`config.mk`:
```
export PLATFORM = sky130hd
export DESIGN_NAME = alu_packet_parser_flat
export DESIGN_NICKNAME = d
export VERILOG_FILES = /design/src/rtl/alu_packet_parser_if.sv /design/src/rtl/alu_packet_parser.sv /design/src/flat_wrapper.sv
export SDC_FILE = /design/constraint.sdc
export NUM_CORES = 1
export LEC_CHECK = 0
export ABC_CLOCK_PERIOD_IN_PS = 2300
export CAP_MARGIN = 5
export CORE_MARGIN = 4
export CORE_UTILIZATION = 58
export CTS_BUF_LIST = sky130_fd_sc_hd__clkbuf_8
export CTS_CLUSTER_SIZE = 16
export DETAILED_ROUTE_END_ITERATION = 8
export PLACE_DENSITY = 0.85
export SKIP_CTS_REPAIR_TIMING = 1
export SYNTH_ARGS = -nofsm -noshare
export SYNTH_HDL_FRONTEND = slang
export SYNTH_SLANG_ARGS = --single-unit
export TNS_END_PERCENT = 5
```
`constraint.sdc`:
```
create_clock -name clk_i -period 2.3 [get_ports clk_i]
set_input_delay 0.46 -clock clk_i [delete_from_list [all_inputs] [get_ports clk_i]]
set_output_delay 0.46 -clock clk_i [all_outputs]
set_load 0.1 [all_outputs]
```
`src/rtl/alu_packet_parser_if.sv`:
```
// Byte-in / operand-word-out bus of the ALU packet parser.
// The slave modport is the parser side; master is the surrounding environment.
interface alu_packet_parser_if #(
  parameter int unsigned DataWidth    = 8,
  parameter int unsigned OperandWidth = 32
);
  logic [DataWidth-1:0]    data_i;
  logic                    valid_i;
  logic                    ready_o;
  logic [DataWidth-1:0]    opcode_o;
  logic [OperandWidth-1:0] operand_o;
  logic                    valid_o;
  logic                    ready_i;
  logic                    last_o;
  logic                    err_o;

  modport slave (
    input  data_i, valid_i, ready_i,
    output ready_o, opcode_o, operand_o, valid_o, last_o, err_o
  );

  modport master (
    output data_i, valid_i, ready_i,
    input  ready_o, opcode_o, operand_o, valid_o, last_o, err_o
  );
endinterface

```
`src/rtl/alu_packet_parser.sv`:
```
// Assembles ALU command packets (opcode, reserved, len16 LE, LE operand words) from a byte stream.
// Optional ALU_PARSER_OPCODE_CHECK_EN: only opcodes 0x00..0x02 are accepted, others drop the packet.
module alu_packet_parser #(
  parameter int unsigned DataWidth    = 8,
  parameter int unsigned OperandWidth = 32
) (
  input logic              clk_i,
  input logic              reset_ni,
  alu_packet_parser_if.slave bus
);

  typedef enum logic [2:0] {
    ST_OP, ST_RSV, ST_LEN_LO, ST_LEN_HI, ST_OPERAND, ST_DROP
  } state_t;

  state_t                              r_state, w_state_nxt;
  logic [DataWidth-1:0]                r_pend_op;
  logic                                r_bad_op;
  logic [DataWidth-1:0]                r_len_lo;
  logic [DataWidth-1:0]                r_opcode;
  logic [OperandWidth-DataWidth-1:0]   r_asm;
  logic [1:0]                          r_byte_cnt;
  logic [15:0]                         r_remaining;
  logic [OperandWidth-1:0]             r_operand;
  logic                                r_valid;
  logic                                r_last;
  logic                                r_err;

  logic        w_ready;
  logic        w_byte_xfer;
  logic        w_word_xfer;
  logic        w_op_bad;
  logic [15:0] w_len;
  logic        w_len_bad;
  logic        w_rem_last;
  logic        w_word_done;

`ifdef ALU_PARSER_OPCODE_CHECK_EN
  assign w_op_bad = (bus.data_i > 8'h02);
`else
  assign w_op_bad = 1'b0;
`endif

  // Only the final byte of a word can stall, and only while the output slot is still occupied.
  assign w_ready     = !((r_state == ST_OPERAND) && (r_byte_cnt == 2'd3) && r_valid && !bus.ready_i);
  assign w_byte_xfer = bus.valid_i && w_ready;
  assign w_word_xfer = r_valid && bus.ready_i;
  assign w_len       = {bus.data_i, r_len_lo};
  assign w_len_bad   = (w_len < 16'd8) || (w_len[1:0] != 2'b00) || r_bad_op;
  assign w_rem_last  = (r_remaining == 16'd1);
  assign w_word_done = w_byte_xfer && (r_state == ST_OPERAND) && (r_byte_cnt == 2'd3);

  assign bus.ready_o   = w_ready;
  assign bus.opcode_o  = r_opcode;
  assign bus.operand_o = r_operand;
  assign bus.valid_o   = r_valid;
  assign bus.last_o    = r_last;
  assign bus.err_o     = r_err;

  always_comb begin
    w_state_nxt = r_state;
    if (w_byte_xfer) begin
      case (r_state)
        ST_OP:      w_state_nxt = ST_RSV;
        ST_RSV:     w_state_nxt = ST_LEN_LO;
        ST_LEN_LO:  w_state_nxt = ST_LEN_HI;
        ST_LEN_HI: begin
          if (!w_len_bad)            w_state_nxt = ST_OPERAND;
          else if (w_len > 16'd4)    w_state_nxt = ST_DROP;
          else                       w_state_nxt = ST_OP;
        end
        ST_OPERAND: if (w_rem_last) w_state_nxt = ST_OP;
        ST_DROP:    if (w_rem_last) w_state_nxt = ST_OP;
        default:    w_state_nxt = ST_OP;
      endcase
    end
  end

  always_ff @(posedge clk_i or negedge reset_ni) begin
    if (!reset_ni) begin
      r_state <= ST_OP;
    end else begin
      r_state <= w_state_nxt;
    end
  end

  always_ff @(posedge clk_i or negedge reset_ni) begin
    if (!reset_ni) begin
      r_pend_op   <= '0;
      r_bad_op    <= 1'b0;
      r_len_lo    <= '0;
      r_opcode    <= '0;
      r_asm       <= '0;
      r_byte_cnt  <= '0;
      r_remaining <= '0;
      r_operand   <= '0;
      r_valid     <= 1'b0;
      r_last      <= 1'b0;
      r_err       <= 1'b0;
    end else begin
      r_err <= 1'b0;

      if (w_word_done) begin
        r_operand <= {bus.data_i, r_asm};
        r_valid   <= 1'b1;
        r_last    <= w_rem_last;
      end else if (w_word_xfer) begin
        r_valid <= 1'b0;
        r_last  <= 1'b0;
      end

      if (w_byte_xfer) begin
        case (r_state)
          ST_OP: begin
            r_pend_op <= bus.data_i;
            r_bad_op  <= w_op_bad;
          end
          ST_LEN_LO: r_len_lo <= bus.data_i;
          ST_LEN_HI: begin
            r_remaining <= w_len - 16'd4;
            r_byte_cnt  <= '0;
            if (w_len_bad) begin
              r_err <= 1'b1;
            end else begin
              r_opcode <= r_pend_op;
            end
          end
          ST_OPERAND: begin
            r_remaining <= r_remaining - 16'd1;
            r_byte_cnt  <= r_byte_cnt + 2'd1;
            if (r_byte_cnt != 2'd3) begin
              r_asm[r_byte_cnt*DataWidth +: DataWidth] <= bus.data_i;
            end
          end
          ST_DROP: r_remaining <= r_remaining - 16'd1;
          default: ;
        endcase
      end
    end
  end

endmodule
```
`src/flat_wrapper.sv`:
```
// flat-port wrapper written by rule: the top's interface ports become plain ports
module alu_packet_parser_flat 
#(
  parameter int unsigned DataWidth    = 8,
  parameter int unsigned OperandWidth = 32
)
  (clk_i, reset_ni, bus_data_i, bus_valid_i, bus_ready_i, bus_ready_o, bus_opcode_o, bus_operand_o, bus_valid_o, bus_last_o, bus_err_o);
  alu_packet_parser_if #(.DataWidth(DataWidth), .OperandWidth(OperandWidth)) bus_i ();
  input logic clk_i;
  input logic reset_ni;
  input wire logic [$bits(bus_i.data_i)-1:0] bus_data_i;
  input wire logic [$bits(bus_i.valid_i)-1:0] bus_valid_i;
  input wire logic [$bits(bus_i.ready_i)-1:0] bus_ready_i;
  output wire logic [$bits(bus_i.ready_o)-1:0] bus_ready_o;
  output wire logic [$bits(bus_i.opcode_o)-1:0] bus_opcode_o;
  output wire logic [$bits(bus_i.operand_o)-1:0] bus_operand_o;
  output wire logic [$bits(bus_i.valid_o)-1:0] bus_valid_o;
  output wire logic [$bits(bus_i.last_o)-1:0] bus_last_o;
  output wire logic [$bits(bus_i.err_o)-1:0] bus_err_o;
  assign bus_i.data_i = bus_data_i;
  assign bus_i.valid_i = bus_valid_i;
  assign bus_i.ready_i = bus_ready_i;
  assign bus_ready_o = bus_i.ready_o;
  assign bus_opcode_o = bus_i.opcode_o;
  assign bus_operand_o = bus_i.operand_o;
  assign bus_valid_o = bus_i.valid_o;
  assign bus_last_o = bus_i.last_o;
  assign bus_err_o = bus_i.err_o;
  alu_packet_parser #(.DataWidth(DataWidth), .OperandWidth(OperandWidth)) u_core (.clk_i(clk_i), .reset_ni(reset_ni), .bus(bus_i));
endmodule
```
==> implementation parameters <==
Parameter                              Value

Critical path
  Type of element launching the critical path ... input port
  Critical R2R Capture ... u_core.bus.opcode_o[7]
  Length in cells of the worst reg-to-reg path ... 6
  WS Path Type ... input port to register
  CP required ... 2590 ps
  Register-to-register setup slack ... 240 ps
  Crit. End Element ... register
  Crit path arrival time ... 2480 ps
  Reg-to-reg startpoint ... u_core.r_byte_cnt[0]
  Maximum fanout count along the critical path ... 2

Global route
  Vias in the first global route ... 3827
  Met2 track demand over resource ... 0.3879
  Overflow left after global routing ... 0
  Initial antenna violation count ... 0
  Wire length of the first global-routing pass ... 18810 um
  All-layer global routing usage ... 0.2388
  Met1 track demand over resource in global routing ... 0.3265
  Met3 capacity usage during global routing ... 0.03787
  Grt peak-use layer ... met2
  Largest net degree at the start of global routing ... 46

Power and ir drop
  Clock network fraction of design power ... 0.167
  Switching part of the total ... 0.4518
  Cell internal power dissipation ... 4.210 mW
  Comb pwr share ... 0.458
  Pwr Total ... 7.679 mW
  Peak supply drop ... 0.001299 V
  Power dissipated by switching net loads ... 3.470 mW
  PwrDens ... 1319 mW/mm^2
  Share of total power in sequential cells ... 0.375
  Leakage ... 2.690 nW

Layout
  Final cell area excluding filler cells ... 0.005822 mm^2
  Number of nets in the final layout ... 551
  Fraction of final layout cells with drive strength greater than 1 ... 0.2978
  Inserted Diodes ... 0
  Growth of design area from synthesis to finish ... 19.98%
  Fin cells ... 639

Logic synthesis
  Top-area cell type share of the netlist area ... 0.5364
  Number of enable flip-flop cells after synthesis ... 0
  Post-synthesis cell area ... 0.004852 mm^2
  Post-synthesis sequential area ratio ... 0.5364
  Flop and latch count out of synthesis ... 104
  Cell types with the largest area share after synthesis ... dfrtp_1 (54%), mux2_2 (13%), nand2_1 (5.6%)
  Syn avg cell area ... 10.66 um^2
  Number of distinct library cell variants in the gate-level netlist after synthesis ... 47
  Number of standard cells after synthesis ... 455
  Commonest cells in the synthesized netlist ... dfrtp_1 (104), nand2_1 (73), mux2_2 (54)
  Top_reg_cell synth ... dfrtp_1
  Synthesized net count ... 476
  Count leader, synth ... dfrtp_1
  Cell taking the most area after synthesis ... dfrtp_1
  Proportion of synthesized flip-flops having asynchronous set or reset ... 1.000
  Total of warnings raised by yosys ... 0

Routing
  Antenna-violating nets left ... 0
  Vias ... 3702
  Total length of routed wires ... 10990 um
  Drt wl/cell ... 17.20 um
  Iteration-0 DRC Markers ... 323
  Via density per instance ... 5.793
  Length of the first detailed-routing pass in iterations ... 4
  DRC violations left ... 0

Die
  Std cell rows ... 33
  Core footprint ... 0.008175 mm^2
  Die ar. ... 0.009893 mm^2
  Initial core utilization ... 0.5935
  Count of pins on the block boundary ... 56
  Die Wd ... 99.47 um
  Vertical die dimension ... 99.47 um

Flow run
  Total of max-cap violations ... 0

CTS
  H-tree depth reported by CTS ... 3
  TritonCTS sink count ... 104
  Worst skew pair latency ... 360 ps
  CTS clk-pin slew, worst paths ... 110 ps
  Number of clock buffers inserted by TritonCTS ... 9
  Buffer depth of the longest clock path ... 2
  CTS Root Buffer Type ... clkbuf_8
  CTS tree ... yes

Run status
  Status ... complete, no violations

Place
  Total of buffers placed on input and output ports ... 55
  Post-placement cell count ... 624
  Half-perimeter wire length after detailed placement ... 7848 um
  Cell area reported after detailed placement ... 0.005595 mm^2
  Routability-driven placement congestion ratio ... 0.8733
  Post-place setup slack ... -210.1 ps

STA
  Peak Freq ... 456.9 MHz
  Slew Limit Headroom ... 0.6408
  Tmin final ... 2188 ps
  Setup repair after global routing missed its margin ... false
  Transition time of the tightest slew-check pin ... 533.9 ps
  Final clock period utilization by the worst path ... 0.9515
  Fin Setup TNS ... 0 ps
  Worst setup margin ... 111.5 ps
  Number of slew-limit violations in the final report ... 0
  Max Clock Skew ... 13.83 ps
  Setup violation total in the final timing report ... 0
  Fin. Hold Viols ... 0

Hold path
  Tightest Hold Check Type ... input port to async pin
stage by stage:
| step | utilization | hold WS [ps] |
|---|---|---|
| floorplan | - | 164.4 |
| global placement | 0.6844 | 449.0 |
| detailed placement | 0.6844 | 458.3 |
| CTS | 0.7121 | 65.35 |
| global route | 0.7121 | 87.83 |
| finish | 0.7121 | 49.85 |
cells in the final DEF (no fill, tap or decap), drive strengths merged, types with 11 or more instances in the layout:
cell type / count
a21oi: 15
buf: 80
dfrtp: 104
inv: 11
mux2: 54
nand2: 76
nor2: 29
nor3: 12
o21ai: 46
how the worst max path moves through the flow:
stage,from,endpoint
2_1_floorplan,u_core.bus.valid_o,u_core.bus.opcode_o[0]
3_3_place_gp,bus_data_i[0],u_core.r_state[0]
3_5_place_dp,bus_data_i[0],u_core.bus.opcode_o[7]
4_1_cts,u_core.r_byte_cnt[0],bus_ready_o
5_1_grt,u_core.r_byte_cnt[0],bus_ready_o
6_report,bus_data_i[0],u_core.r_state[0]
critical path: stages:
cell and delay [ps]:
clkdlybuf4s50_1 530, nor4_4 350, nand2_2 80, o41a_1 440
buf_4 160, or3b_1 370, nand3_1 90
routing by layer:
metal	part of all wire	vias to the layer above
li1	-	1749
met1	0.44	1818
met2	0.48	113
met3	0.058	22
met4	0.025	0
met5	0	-
cell families after synthesis:
family | Yosys count | share of synthesized area
buffers and inverters | 35 | 0.03069
AND/OR/NAND/NOR | 159 | 0.1650
flip-flops | 104 | 0.5364
XOR/XNOR | 10 | 0.01805
AO/OA/AOI/OAI | 84 | 0.1013
multiplexers | 54 | 0.1253
adder cells (fa/ha/maj) | 9 | 0.02321
registers in the layout (all words and copies together), names as in the netlist:
signal and flops:
u_core.r_pend_op 8, u_core.r_remaining 16, u_core.bus.err_o 1, u_core.r_asm 24, u_core.bus.valid_o 1, u_core.bus.operand_o 32
u_core.bus.last_o 1, u_core.r_byte_cnt 2, u_core.bus.opcode_o 8, u_core.r_len_lo 8, u_core.r_state 3
final cells by class:
| class | instances | area (um^2) |
|---|---|---|
| multi-input combinational | 316 | 2101 |
| clock inverter | 5 | 88.84 |
| inverter | 9 | 33.78 |
| clock buffer | 10 | 137.6 |
| timing repair buffer | 90 | 725.7 |
| fill | 558 | 2354 |
| tap | 105 | 131.4 |
| sequential | 104 | 2604 |
power groups by stage:
stage / clock network, mW / registers [mW] / logic (mW)
global route: 1.36 / 2.96 / 3.83
floorplan: 0 / 3.76 / 1.65
finish: 1.28 / 2.88 / 3.52
detailed placement: 0 / 2.89 / 3.51
global placement: 0 / 2.85 / 3.39
CTS: 1.29 / 2.87 / 3.53
Note: power is estimated with default switching activity, not from simulation.
